===== config.mk =====
export PLATFORM = sky130hd
export DESIGN_NAME = correction_unloader_flat
export DESIGN_NICKNAME = d
export VERILOG_FILES = /design/src/rtl/correction_unloader_if.sv /design/src/rtl/correction_unloader.sv /design/src/flat_wrapper.sv
export SDC_FILE = /design/constraint.sdc
export NUM_CORES = 1
export LEC_CHECK = 0
export BUFFER_PORTS_ARGS = -buffer_cell sky130_fd_sc_hd__buf_4
export CAP_MARGIN = 5
export CORE_MARGIN = 2
export CORE_UTILIZATION = 35
export CTS_CLUSTER_DIAMETER = 50
export DETAILED_ROUTE_END_ITERATION = 6
export SLEW_MARGIN = 25
export SYNTH_ARGS = -nofsm -noshare
export SYNTH_HDL_FRONTEND = slang
export SYNTH_SLANG_ARGS = --single-unit

===== constraint.sdc =====
create_clock -name clk -period 2.4 [get_ports clk]
set_input_delay 0.36 -clock clk [delete_from_list [all_inputs] [get_ports clk]]
set_output_delay 0.36 -clock clk [all_outputs]
set_load 0.01 [all_outputs]

===== src/rtl/correction_unloader_if.sv =====
// Result-side bundle for correction_unloader: decode-result capture inputs,
// the outgoing valid/ready word stream, and the busy/overflow status flags.
interface correction_unloader_if #(
  parameter int CORRECTION_COUNT = 57,
  parameter int DATA_WIDTH       = 32
);
  logic                        result_valid;
  logic [CORRECTION_COUNT-1:0] correction;
  logic [7:0]                  iteration_counter;
  logic [31:0]                 cycle_counter;
  logic [DATA_WIDTH-1:0]       out_data;
  logic                        out_valid;
  logic                        out_ready;
  logic                        out_last;
  logic                        busy;
  logic                        overflow;

  // master is the unloader itself; slave is the controller/host side
  modport master (
    input  result_valid, correction, iteration_counter, cycle_counter, out_ready,
    output out_data, out_valid, out_last, busy, overflow
  );

  modport slave (
    output result_valid, correction, iteration_counter, cycle_counter, out_ready,
    input  out_data, out_valid, out_last, busy, overflow
  );
endinterface


===== src/rtl/correction_unloader.sv =====
// Snapshots one decode result and streams it as HDR0, HDR1, payload words [, trailer].
// Optional checksum trailer beat: define CORRECTION_UNLOADER_TRAILER_EN.
module correction_unloader #(
  parameter int CODE_DISTANCE_X = 3,
  parameter int CODE_DISTANCE_Z = 2,
  parameter int DATA_WIDTH      = 32
) (
  input  logic                 clk,
  input  logic                 reset,
  correction_unloader_if.master bus
);
  localparam int MR = (CODE_DISTANCE_X > CODE_DISTANCE_Z) ? CODE_DISTANCE_X : CODE_DISTANCE_Z;
  localparam int CC = (CODE_DISTANCE_X - 1) * CODE_DISTANCE_Z * MR
                    + CODE_DISTANCE_X * (CODE_DISTANCE_Z + 1) * MR
                    + CODE_DISTANCE_X * CODE_DISTANCE_Z * MR;
  localparam int PW = (CC + DATA_WIDTH - 1) / DATA_WIDTH;
  localparam int BW = (PW > 1) ? $clog2(PW) : 1;
  localparam logic [BW-1:0] LAST_IDX = BW'(PW - 1);

`ifdef CORRECTION_UNLOADER_TRAILER_EN
  localparam bit HAS_TRAILER = 1'b1;
  logic [DATA_WIDTH-1:0] r_csum;
`else
  localparam bit HAS_TRAILER = 1'b0;
`endif

  typedef enum logic [2:0] {S_IDLE, S_HDR0, S_HDR1, S_PAYLOAD, S_TRAILER} state_t;

  state_t                r_state;
  logic [CC-1:0]         r_snap;
  logic [31:0]           r_cycle;
  logic [15:0]           r_frameId;
  logic [BW-1:0]         r_beat;
  logic [DATA_WIDTH-1:0] r_data;
  logic                  r_valid;
  logic                  r_last;
  logic                  r_busy;
  logic                  r_overflow;

  logic                       w_fire;
  logic                       w_finalFire;
  logic                       w_accept;
  logic [BW-1:0]              w_nextIdx;
  logic [DATA_WIDTH-1:0]      w_hdr0;
  logic [DATA_WIDTH-1:0]      w_hdr1;
  logic [PW*DATA_WIDTH-1:0]   w_padded;
  logic [DATA_WIDTH-1:0]      w_words [PW];

  assign w_fire      = r_valid && bus.out_ready;
  assign w_finalFire = w_fire && r_last;
  // A new result is taken when idle or exactly on the closing handshake of a frame
  assign w_accept    = bus.result_valid && ((r_state == S_IDLE) || w_finalFire);
  assign w_nextIdx   = r_beat + BW'(1);

  always_comb begin
    w_hdr0         = '0;
    w_hdr0[31:0]   = {r_frameId, 8'h00, bus.iteration_counter};
    w_hdr1         = '0;
    w_hdr1[31:0]   = r_cycle;
    w_padded       = '0;
    w_padded[CC-1:0] = r_snap;
    for (int k = 0; k < PW; k++) begin
      w_words[k] = w_padded[k*DATA_WIDTH +: DATA_WIDTH];
    end
  end

  always_ff @(posedge clk) begin
    if (reset) begin
      r_state    <= S_IDLE;
      r_snap     <= '0;
      r_cycle    <= '0;
      r_frameId  <= '0;
      r_beat     <= '0;
      r_data     <= '0;
      r_valid    <= 1'b0;
      r_last     <= 1'b0;
      r_busy     <= 1'b0;
      r_overflow <= 1'b0;
`ifdef CORRECTION_UNLOADER_TRAILER_EN
      r_csum     <= '0;
`endif
    end else begin
      if (bus.result_valid && !w_accept) begin
        r_overflow <= 1'b1;
      end

      if (w_accept) begin
        r_snap    <= bus.correction;
        r_cycle   <= bus.cycle_counter;
        r_frameId <= r_frameId + 16'd1;
        r_data    <= w_hdr0;
        r_valid   <= 1'b1;
        r_last    <= 1'b0;
        r_busy    <= 1'b1;
        r_beat    <= '0;
        r_state   <= S_HDR0;
`ifdef CORRECTION_UNLOADER_TRAILER_EN
        r_csum    <= w_hdr0;
`endif
      end else if (w_finalFire) begin
        r_state <= S_IDLE;
        r_data  <= '0;
        r_valid <= 1'b0;
        r_last  <= 1'b0;
        r_busy  <= 1'b0;
      end else if (w_fire) begin
        // r_csum always holds the XOR of every word already placed on out_data
        case (r_state)
          S_HDR0: begin
            r_state <= S_HDR1;
            r_data  <= w_hdr1;
`ifdef CORRECTION_UNLOADER_TRAILER_EN
            r_csum  <= r_csum ^ w_hdr1;
`endif
          end
          S_HDR1: begin
            r_state <= S_PAYLOAD;
            r_beat  <= '0;
            r_data  <= w_words[0];
            r_last  <= !HAS_TRAILER && (PW == 1);
`ifdef CORRECTION_UNLOADER_TRAILER_EN
            r_csum  <= r_csum ^ w_words[0];
`endif
          end
          S_PAYLOAD: begin
            if (r_beat == LAST_IDX) begin
`ifdef CORRECTION_UNLOADER_TRAILER_EN
              r_state <= S_TRAILER;
              r_data  <= r_csum;
              r_last  <= 1'b1;
`endif
            end else begin
              r_beat <= w_nextIdx;
              r_data <= w_words[w_nextIdx];
              r_last <= !HAS_TRAILER && (w_nextIdx == LAST_IDX);
`ifdef CORRECTION_UNLOADER_TRAILER_EN
              r_csum <= r_csum ^ w_words[w_nextIdx];
`endif
            end
          end
          default: begin
          end
        endcase
      end
    end
  end

  assign bus.out_data  = r_data;
  assign bus.out_valid = r_valid;
  assign bus.out_last  = r_last;
  assign bus.busy      = r_busy;
  assign bus.overflow  = r_overflow;
endmodule


===== src/flat_wrapper.sv =====
// flat-port wrapper written by rule: the top's interface ports become plain ports
module correction_unloader_flat 
#(
  parameter int CODE_DISTANCE_X = 3,
  parameter int CODE_DISTANCE_Z = 2,
  parameter int DATA_WIDTH      = 32
)
  (clk, reset, bus_result_valid, bus_correction, bus_iteration_counter, bus_cycle_counter, bus_out_ready, bus_out_data, bus_out_valid, bus_out_last, bus_busy, bus_overflow);
  correction_unloader_if #(.CORRECTION_COUNT(57), .DATA_WIDTH(DATA_WIDTH)) bus_i ();
  input  logic clk;
  input  logic reset;
  input wire logic [$bits(bus_i.result_valid)-1:0] bus_result_valid;
  input wire logic [$bits(bus_i.correction)-1:0] bus_correction;
  input wire logic [$bits(bus_i.iteration_counter)-1:0] bus_iteration_counter;
  input wire logic [$bits(bus_i.cycle_counter)-1:0] bus_cycle_counter;
  input wire logic [$bits(bus_i.out_ready)-1:0] bus_out_ready;
  output wire logic [$bits(bus_i.out_data)-1:0] bus_out_data;
  output wire logic [$bits(bus_i.out_valid)-1:0] bus_out_valid;
  output wire logic [$bits(bus_i.out_last)-1:0] bus_out_last;
  output wire logic [$bits(bus_i.busy)-1:0] bus_busy;
  output wire logic [$bits(bus_i.overflow)-1:0] bus_overflow;
  assign bus_i.result_valid = bus_result_valid;
  assign bus_i.correction = bus_correction;
  assign bus_i.iteration_counter = bus_iteration_counter;
  assign bus_i.cycle_counter = bus_cycle_counter;
  assign bus_i.out_ready = bus_out_ready;
  assign bus_out_data = bus_i.out_data;
  assign bus_out_valid = bus_i.out_valid;
  assign bus_out_last = bus_i.out_last;
  assign bus_busy = bus_i.busy;
  assign bus_overflow = bus_i.overflow;
  correction_unloader #(.CODE_DISTANCE_X(CODE_DISTANCE_X), .CODE_DISTANCE_Z(CODE_DISTANCE_Z), .DATA_WIDTH(DATA_WIDTH)) u_core (.clk(clk), .reset(reset), .bus(bus_i));
endmodule

==> impl_metrics.env, run 1 <==
export IMPL_rows=48
export IMPL_setup_viol=0
export IMPL_cts_root_buf="clkbuf_16"
export IMPL_placed_area_um2=7406
export IMPL_fin_worst_skew_ps=7.964
export IMPL_outcome="completed"
export IMPL_hp_start="bus_correction[4]"
export IMPL_grt_pass1_wl_um=28480
export IMPL_vias=5793
export IMPL_place_congestion=0.7850
export IMPL_grt_usage_pct=19.58
export IMPL_clock_sinks=143
export IMPL_grt_max_degree=92
export IMPL_chipHeight_um=136.6
export IMPL_min_period_over_period_pct=91.18
export IMPL_path_clk_slew_ps=60
export IMPL_wl_um=17820
export IMPL_drive_above_1_share_pct=22.12
export IMPL_syn_nets=884
export IMPL_max_cap_violations=0
export IMPL_pwr_density_cell_nw_per_um2=779.6
export IMPL_antenna_found_initial=0
export IMPL_r2r_start="u_core.r_state[0]"
export IMPL_vias_per_cell=5.131
export IMPL_crit_fanout=72
export IMPL_ctsResizeCount=0
export IMPL_max_freq_ghz=0.4570
export IMPL_firstDrtPassIters=4
export IMPL_drc=0
export IMPL_hold_viol_final=0
export IMPL_cp_required_ps=2740
export IMPL_clock_path_buffers=2
export IMPL_syn_inst=778
export IMPL_cp_start_kind="flip-flop"
export IMPL_cts_tree="yes"
export IMPL_yosysSeqAreaShare_pct=46.52
export IMPL_clk_latency_ps=420
export IMPL_drt_iter0_drc=427
export IMPL_fp_dieW_um=136.6
export IMPL_cp_arrival_ps=2530
export IMPL_area_growth_synth_to_final_pct=30.72
export IMPL_timing_final_crit_period_ps=2188
export IMPL_design_area_um2=8044
export IMPL_multi_input_area_um2=3020
export IMPL_synth_seq_cells=143
export IMPL_hold_buffers=0
export IMPL_h_tree_depth=4
export IMPL_core_um2=17240
export IMPL_finalMaxSlewViolations=0
export IMPL_peakVddDrop_mv=0.5240
export IMPL_antenna_left=0
export IMPL_cp_slowest_cell="and2_4"
export IMPL_register_area_um2=2863
export IMPL_synthesis_area_um2=6153
export IMPL_post_drt_wl_per_cell_um=15.78
export IMPL_port_buffer_count=136
export IMPL_numCtsBuffers=17
export IMPL_postCtsSetupBuffers=0
export IMPL_yosys_warnings=0
export IMPL_hold_path_class="input port to flip-flop"
export IMPL_criticalPathCategory="flip-flop to flip-flop"
export IMPL_fin_nets=997
export IMPL_overflow=0
export IMPL_worstPathCellList="inv_1 > ha_1 > a31o_2 > and2_4 > buf_4 > nand2_1 > a21oi_1"
export IMPL_crit_path_start="u_core.r_state[0]"
export IMPL_fp_dieArea_um2=18660
export IMPL_io_pins=137
export IMPL_rsz0062_at_grt="no"
export IMPL_cp_end_kind="flip-flop"
export IMPL_worstMarginPinSlew_ps=801.2
export IMPL_n_antenna_cell=0
export IMPL_grt_pass1_vias=5528
export IMPL_dp_hpwl_um=12140
export IMPL_fill_cells=1753
export IMPL_start_util_pct=35.70
export IMPL_setup_tns_ps=0
export IMPL_yosysUniqueCellTypes=42
export IMPL_power_total_mw=6.271
export IMPL_p_leak_nw=3.054
export IMPL_syn_area_per_cell_um2=7.909
export IMPL_slew_headroom_pct=46.59
export IMPL_crit_path_max_incr_delay_ps=670
## routing by layer
layer	vias up	track usage [%]	wire [um]
met5	-	0	0
met4	0	4.803	183
met3	12	4.963	1080
met2	166	31.03	8283
met1	2700	26.68	8267
li1	2915	-	-
## stage by stage
stage          hold slack [ps]  utilization [%]  setup slack, ps  std cells
2_1_floorplan            435.7                -            523.4        778
6_report                 187.9            46.67            211.7       1129
3_3_place_gp             442.9            42.97            311.4       1097
4_1_cts                  169.9            46.67            208.6       1129
5_1_grt                  173.4            46.67            17.25       1129
3_5_place_dp             446.9            42.97            238.3       1097
## state kept, by name, summed over array words and instances, names as in the netlist
| name | count |
|---|---|
| u_core.r_snap | 57 |
| u_core.bus.out_valid | 1 |
| u_core.bus.overflow | 1 |
| u_core.r_beat | 1 |
| u_core.r_state | 2 |
| u_core.r_cycle | 32 |
| u_core.bus.out_last | 1 |
| u_core.r_frameId | 16 |
| u_core.bus.out_data | 32 |
## cell families after synthesis
group                    after synthesis  synth area share (%)
AO/OA/AOI/OAI                        204                 20.94
XOR/XNOR                               9                 1.281
adder cells (fa/ha/maj)                5                 1.017
buffers and inverters                 71                 4.575
flip-flops                           143                 46.52
multiplexers                          17                 2.765
AND/OR/NAND/NOR                      329                 22.90
## synthesized netlist by cell type
library cell / instances / area share [%]
a31oi_1: 1 / 0.10
and3_1: 1 / 0.10
nor2_1: 14 / 0.85
buf_2: 9 / 0.73
a21o_1: 9 / 1.1
or4_1: 2 / 0.24
or3b_2: 1 / 0.14
nor3_1: 25 / 2.0
a31oi_2: 1 / 0.20
and3b_1: 1 / 0.14
inv_1: 6 / 0.37
buf_1: 1 / 0.061
o31ai_1: 2 / 0.24
a22oi_1: 2 / 0.24
a221oi_1: 1 / 0.14
a221o_1: 8 / 1.3
or3_1: 6 / 0.61
and4_1: 1 / 0.14
nand2_1: 230 / 14
xnor2_1: 5 / 0.71
nor2b_1: 18 / 1.8
nor4_1: 3 / 0.31
o21ai_0: 21 / 1.7
and2_1: 3 / 0.31
nand4_1: 3 / 0.31
mux2i_1: 17 / 2.8
nand2b_1: 2 / 0.20
a22o_1: 17 / 2.4
o211ai_1: 8 / 0.98
a211o_1: 1 / 0.14
or2_2: 2 / 0.20
clkbuf_1: 54 / 3.3
a31o_2: 1 / 0.14
nor4b_1: 1 / 0.14
xor2_1: 4 / 0.57
o22ai_1: 1 / 0.10
ha_1: 5 / 1.0
a21oi_1: 107 / 8.7
dfxtp_1: 143 / 47
a311oi_1: 24 / 3.4
buf_4: 1 / 0.12
nand3_1: 16 / 1.3
## worst paths after layout
kind	to	slack (ps)	cells past startpoint
worst max-delay path	u_core.r_snap[16]	210	7
worst min-delay path	u_core.r_snap[4]	190	3
worst max register to register	u_core.r_snap[16]	210	7
worst min register to register	u_core.r_snap[42]	450	2
## power by group
group          internal, mW  leakage, nW  switching (mW)
combinational         0.363         1.57           0.444
sequential             2.54         1.17           0.105
clock                  1.80        0.310            1.02
## cell type report
cell class / instances / share of cell area [%]
Clock buffer: 19 / 5.631
Sequential cell: 143 / 35.59
Timing Repair Buffer: 159 / 15.15
Tap cell: 225 / 3.500
Inverter: 6 / 0.2800
Multi-Input combinational cell: 564 / 37.55
Clock inverter: 13 / 2.302
## critical path: cells and delay by family (launching register included)
kind | cells | cell delay (ps)
adder cells (fa/ha/maj) | 1 | 230
flip-flops | 1 | 340
buffers and inverters | 2 | 440
AO/OA/AOI/OAI | 2 | 300
AND/OR/NAND/NOR | 2 | 740
## layout by cell type, fill, tap and decap left out, types with 4 or more instances in the layout
cell,count
o21ai_0,21
nor2_1,13
clkbuf_16,17
or3_1,6
nor2b_1,18
buf_4,157
a22o_1,17
nor3_1,25
o211ai_1,8
bufinv_16,4
mux2i_1,17
a21oi_1,106
ha_1,5
a311oi_1,24
dfxtp_1,143
a221o_1,8
xnor2_1,5
xor2_1,4
inv_1,6
nand2_1,229
nand3_1,16
a21o_1,9
Power figures use the tool's default switching activity.
==> inputs of run 2 (changes only) <==
--- a/config.mk
+++ b/config.mk
@@ -5,6 +5,7 @@
 export SDC_FILE = /design/constraint.sdc
 export NUM_CORES = 1
 export LEC_CHECK = 0
+export ABC_AREA = 1
 export BUFFER_PORTS_ARGS = -buffer_cell sky130_fd_sc_hd__buf_4
 export CAP_MARGIN = 5
 export CORE_MARGIN = 2
==> run 2 against run 1 <==
Critical path type unchanged. Sequential power about the same. Cell area rose by 1.7%. Power increased by 1.3%. Clock skew fell by 1.5 ps. Cell count is 13% higher.
==> impl_metrics.env, run 2 <==
export IMPL_critical_path_top_delay_family="simple AND/OR/NAND/NOR gates"
export IMPL_yosysSeqAreaShare_pct=45.04
export IMPL_max_freq_ghz=0.5121
export IMPL_min_period_over_period_pct=81.37
export IMPL_setup_tns_ps=0
export IMPL_yosysTopAreaCellShare_pct=45.04
export IMPL_rsz0062_at_grt="no"
export IMPL_wl_met2_um=8818
export IMPL_chipHeight_um=138.8
export IMPL_syn_inst=920
export IMPL_clock_sinks=143
export IMPL_vias_per_cell=4.764
export IMPL_drt_iter0_drc=395
export IMPL_pre_cts_ws_ps=457.7
export IMPL_layout_common_cells="nor2_1 (183), buf_4 (149), nand2_1 (147)"
export IMPL_fin_worst_skew_ps=6.513
export IMPL_cts_tree="yes"
export IMPL_synthesis_area_um2=6356
export IMPL_peakVddDrop_mv=0.5011
export IMPL_start_util_pct=35.50
export IMPL_hold_buffers=0
export IMPL_final_cells=1275
export IMPL_layout_commonest_cell="nor2_1"
export IMPL_criticalPathCategory="flip-flop to flip-flop"
export IMPL_crit_fanout=11
export IMPL_synthFlopType="dfxtp_1"
export IMPL_h_tree_depth=4
export IMPL_grt_usage_pct=19.37
export IMPL_yosys_warnings=0
export IMPL_clock_path_buffers=2
export IMPL_synth_edf_count=0
export IMPL_hold_path_class="input port to flip-flop"
export IMPL_area_growth_synth_to_final_pct=28.68
export IMPL_placed_area_um2=7546
export IMPL_fin_nets=1141
export IMPL_outcome="completed"
export IMPL_firstDrtPassIters=5
export IMPL_synth_area_leader_cell="dfxtp_1"
export IMPL_largest_register="u_core.r_snap"
export IMPL_overflow=0
export IMPL_numPlacedInstances=1245
export IMPL_setup_viol=0
export IMPL_io_pins=137
export IMPL_drc=0
export IMPL_cp_required_ps=2760
export IMPL_setup_slack_ps=447.2
export IMPL_antenna_found_initial=0
export IMPL_post_drt_wl_per_cell_um=14.29
export IMPL_numCtsBuffers=17
export IMPL_postCtsSetupBuffers=0
export IMPL_top_layer="met4"
export IMPL_cp_arrival_ps=2310
export IMPL_slew_headroom_pct=62.45
export IMPL_rows=49
export IMPL_synth_commonest_cells="nor2_1 (184), nand2_1 (147), dfxtp_1 (143)"
export IMPL_syn_area_per_cell_um2=6.909
export IMPL_n_antenna_cell=0
export IMPL_p_leak_nw=3.468
export IMPL_grt_pass1_wl_um=29770
export IMPL_core_um2=17900
export IMPL_place_congestion=0.8615
export IMPL_synth_area_top_cells="dfxtp_1 (45%), nor2_1 (11%), o21ai_0 (11%)"
export IMPL_finalMaxSlewViolations=0
export IMPL_fp_dieArea_um2=19250
export IMPL_dp_hpwl_um=13120
export IMPL_wl_met3_um=911
export IMPL_grt_pass1_vias=5726
export IMPL_vias=6074
export IMPL_timing_final_crit_period_ps=1953
export IMPL_fp_dieW_um=138.8
export IMPL_hold_viol_final=0
export IMPL_clk_latency_ps=420
export IMPL_synth_seq_cells=143
export IMPL_cts_root_buf="clkbuf_16"
export IMPL_yosysUniqueCellTypes=29
export IMPL_antenna_left=0
export IMPL_drt_met1_wl_um=8268
export IMPL_worstPathCellList="inv_1 > ha_1 > nor2_2 > inv_1 > nor2_1 > a21oi_1 > nor2_1 > nor2_1 > nor2_1"
export IMPL_crit_buf_inv=2
export IMPL_crit_path_max_incr_delay_ps=380
export IMPL_drive_above_1_share_pct=19.12
export IMPL_port_buffer_count=136
export IMPL_grt_max_degree=75
export IMPL_cp_slowest_cell="nor2_2"
export IMPL_cp_common_cell="nor2_1"
export IMPL_worstMarginPinSlew_ps=561.1
export IMPL_syn_nets=1026
export IMPL_design_area_um2=8179
export IMPL_wl_um=18220
export IMPL_ctsResizeCount=0
export IMPL_cp_start_kind="flip-flop"
export IMPL_pwr_density_cell_nw_per_um2=776.7
export IMPL_yosysMostFrequentCell="nor2_1"
export IMPL_cp_end_kind="flip-flop"
export IMPL_async_flop_share_pct=0
export IMPL_fin_hold_ws_ps=193.2
export IMPL_path_clk_slew_ps=60
export IMPL_max_cap_violations=0
export IMPL_largest_reg_flops=57
[run 2: cell types whose count changed in the layout (fill, tap and decap cells not counted), sizes merged, moves of 18 or more]
cell    delta
nor2     +173
o21ai    +129
nand2     -78
inv       +74
a311oi    -24
nor3      -20
nor2b     -18
[run 2: worst paths after layout]
path / startpoint / end / slack, ps / cells past startpoint
worst max register to register: u_core.r_state[0] / u_core.bus.out_data[31] / 450 / 9
worst min-delay path: bus_cycle_counter[20] / u_core.r_cycle[20] / 190 / 3
worst min register to register: u_core.r_snap[51] / u_core.r_snap[51] / 450 / 2
worst max-delay path: u_core.r_state[0] / u_core.bus.out_data[31] / 450 / 9
[run 2: cell type report]
class	instances	area (um2)
Clock buffer	19	442.9
Clock inverter	11	190.2
Fill cell	1825	9723
Inverter	82	312.8
Multi-Input combinational cell	638	2885
Sequential cell	143	2863
Tap cell	229	286.5
Timing Repair Buffer	153	1199
[run 2: through the flow]
step | total power, mW | util [%]
2_1_floorplan | 3.203 | -
4_1_cts | 6.401 | 45.69
5_1_grt | 6.645 | 45.69
3_3_place_gp | 3.544 | 42.15
6_report | 6.353 | 45.69
3_5_place_dp | 3.554 | 42.15
[run 2: logic make-up (layout without fill, tap and decap cells)]
logic type                 count (synthesis)  after routing  share of synthesized area (%)
AOI/OAI and AO/OA                        253            253                          20.35
adders and majority gates                  5              5                         0.9843
buffers and inverters                    139            265                          9.606
xor gates and xnor gates                   1              1                         0.1378
and+or+nand+nor                          379            379                          23.88
DFF                                      143            143                          45.04
[run 2: worst register-to-register path, delay by kind of cell, from the launching register on]
family	cells	cell delay, ps
compound gates	1	60
fa+ha+maj	1	350
buf+inv	2	380
flops	1	350
simple gates	5	760
[run 2: per-layer routing]
| layer | track usage, % | vias up |
|---|---|---|
| li1 | - | 3192 |
| met1 | 25.17 | 2699 |
| met2 | 32.36 | 169 |
| met3 | 4.351 | 14 |
| met4 | 5.688 | 0 |
| met5 | 0 | - |
[run 2: power breakdown]
group,total (mW),internal [mW],switching (mW)
clock network,2.86,1.86,0.998
logic,0.824,0.358,0.466
registers,2.67,2.57,0.105
==> inputs of run 3 (changes only) <==
--- a/config.mk
+++ b/config.mk
@@ -5,7 +5,7 @@
 export SDC_FILE = /design/constraint.sdc
 export NUM_CORES = 1
 export LEC_CHECK = 0
-export ABC_AREA = 1
+export ABC_AREA = 0
 export BUFFER_PORTS_ARGS = -buffer_cell sky130_fd_sc_hd__buf_4
 export CAP_MARGIN = 5
 export CORE_MARGIN = 2
==> constraint.sdc (replaced) <==
create_clock -name clk -period 2.01 [get_ports clk]
set_input_delay 0.3015 -clock clk [delete_from_list [all_inputs] [get_ports clk]]
set_output_delay 0.3015 -clock clk [all_outputs]
set_load 0.01 [all_outputs]
==> run 3 against run 2 <==
Core utilization grew 2.3 points. Die area is 3.1% lower. Worst hold slack got worse by 70 ps. Sequential power rose by 18%. Combinational power is 25% higher. Sequential cell count did not move. First-iteration DRC count is 17% higher. Cell count shrank 9.7%. Clock-buffer cell count grew 1. Setup slack worse by 290 ps. Critical path depth decreased by 3.
==> impl_metrics.env, run 3 (synthesis gave the netlist of run 1 again) <==
export IMPL_outcome="completed"
export IMPL_final_cells=1151
export IMPL_fp_dieW_um=136.6
export IMPL_fin_worst_skew_ps=5.070
export IMPL_rows=48
export IMPL_setup_viol=0
export IMPL_cp_start_kind="flip-flop"
export IMPL_hold_path_end="u_core.r_snap[51]"
export IMPL_drive_above_1_share_pct=24.73
export IMPL_largest_reg_flops=57
export IMPL_pre_cts_ws_ps=52.67
export IMPL_grt_pass1_vias=5660
export IMPL_max_cap_violations=0
export IMPL_layout_common_cells="nand2_1 (229), buf_4 (174), dfxtp_1 (142)"
export IMPL_gr_usage_met3_pct=6.037
export IMPL_cts_tree="yes"
export IMPL_pwr_density_cell_nw_per_um2=890.6
export IMPL_core_um2=17240
export IMPL_vias_per_cell=5.082
export IMPL_clk_latency_ps=420
export IMPL_numPlacedInstances=1119
export IMPL_hold_viol_final=0
export IMPL_grt_max_degree=75
export IMPL_use_met2_pct=30.78
export IMPL_grt_pass1_wl_um=29150
export IMPL_cp_required_ps=2360
export IMPL_r2r_slack_ps=160
export IMPL_fp_dieArea_um2=18660
export IMPL_rsz0062_at_grt="no"
export IMPL_numCtsBuffers=17
export IMPL_place_congestion=0.7596
export IMPL_path_clk_slew_ps=60
export IMPL_antenna_found_initial=0
export IMPL_p_leak_nw=3.163
export IMPL_io_pins=137
export IMPL_h_tree_depth=4
export IMPL_area_growth_synth_to_final_pct=34.30
export IMPL_clock_sinks=143
export IMPL_r2r_start="u_core.r_state[0]"
export IMPL_fin_nets=1020
export IMPL_min_period_over_period_pct=92.21
export IMPL_hold_path_depth=3
export IMPL_finalMaxSlewViolations=0
export IMPL_max_freq_ghz=0.5395
export IMPL_chipHeight_um=136.6
export IMPL_grt_usage_pct=19.97
export IMPL_cp_end_kind="flip-flop"
export IMPL_start_util_pct=35.70
export IMPL_firstDrtPassIters=5
export IMPL_dp_hpwl_um=12690
export IMPL_antenna_left=0
export IMPL_hold_path_class="input port to flip-flop"
export IMPL_post_drt_wl_per_cell_um=16.03
export IMPL_peakVddDrop_mv=0.6690
export IMPL_clock_path_buffers=2
export IMPL_crit_fanout=4
export IMPL_overflow=0
export IMPL_met1_usage_pct=27.18
export IMPL_port_buffer_count=136
export IMPL_setup_tns_ps=0
export IMPL_busiest_layer="met2"
export IMPL_cp_arrival_ps=2200
export IMPL_setup_slack_ps=156.5
export IMPL_worstMarginPinSlew_ps=763.5
export IMPL_timing_final_crit_period_ps=1853
export IMPL_slew_headroom_pct=48.99
export IMPL_layout_commonest_cell="nand2_1"
export IMPL_drt_iter0_drc=461
export IMPL_n_antenna_cell=0
export IMPL_drc=0
export IMPL_hp_start="bus_correction[51]"
export IMPL_r2r_cells=6
export IMPL_largest_register="u_core.r_snap"
export IMPL_vias=5849
export IMPL_cts_root_buf="clkbuf_16"
export IMPL_timing_rr_end="u_core.r_frameId[15]"
export IMPL_wl_um=18460
export IMPL_criticalPathCategory="flip-flop to flip-flop"
run 3: power breakdown:
group | switching, mW | internal [mW] | total (mW)
logic | 0.549 | 0.485 | 1.03
registers | 0.125 | 3.03 | 3.15
clock network | 1.24 | 1.93 | 3.17
total | 1.92 | 5.44 | 7.36
run 3: final cells by class:
cell class	instances	area (um2)
clock buffers	20	466.7
clock inverters	11	131.4
fillers	1707	8972
inverters	6	22.52
multi-input cells	565	3052
flip-flops and latches	143	2864
well taps	225	281.5
repair buffers	181	1446
run 3: layer usage:
metal	part of all wire (%)	wire (um)
met4	0.93	172
met5	0	0
met1	47	8587
met3	7.0	1298
met2	46	8398
run 3: critical path, stage by stage (launching register included):
cell and delay (ps):
dfxtp_2 330, inv_1 100, ha_2 220, a31oi_2 60, or3_4 430, or4_1 490
a21oi_1 150
run 3: metrics by stage:
stage,area [um2],hold WS (ps),utilization (%),total power [mW]
5_1_grt,8264,112.1,47.95,7.665
4_1_cts,8232,108.5,47.76,7.407
3_3_place_gp,7634,442.1,44.29,4.234
3_5_place_dp,7634,449.2,44.29,4.245
6_report,8264,123.4,47.95,7.360
2_1_floorplan,6153,435.7,-,3.738
run 3: worst max path at each step:
| stage | start | to | slack, ps | cells after the start |
|---|---|---|---|---|
| after global placement | u_core.r_state[0] | u_core.r_snap[9] | 100 | 7 |
| after floorplan | u_core.r_state[0] | u_core.bus.out_data[0] | 130 | 8 |
| after detailed placement | u_core.r_state[0] | u_core.r_snap[47] | 50 | 7 |
| after CTS | u_core.r_state[0] | u_core.r_snap[47] | 30 | 7 |
| after global routing | u_core.r_state[0] | u_core.r_frameId[15] | 30 | 6 |
| final | u_core.r_state[0] | u_core.r_frameId[15] | 160 | 6 |
run 3: repair_timing:
item / 4_1_cts / 5_1_grt
hold buffers: 0 / 0
endpoints found under the setup margin: 0 / 66
buffers inserted: 0 / 0
gates resized for setup: 0 / 8
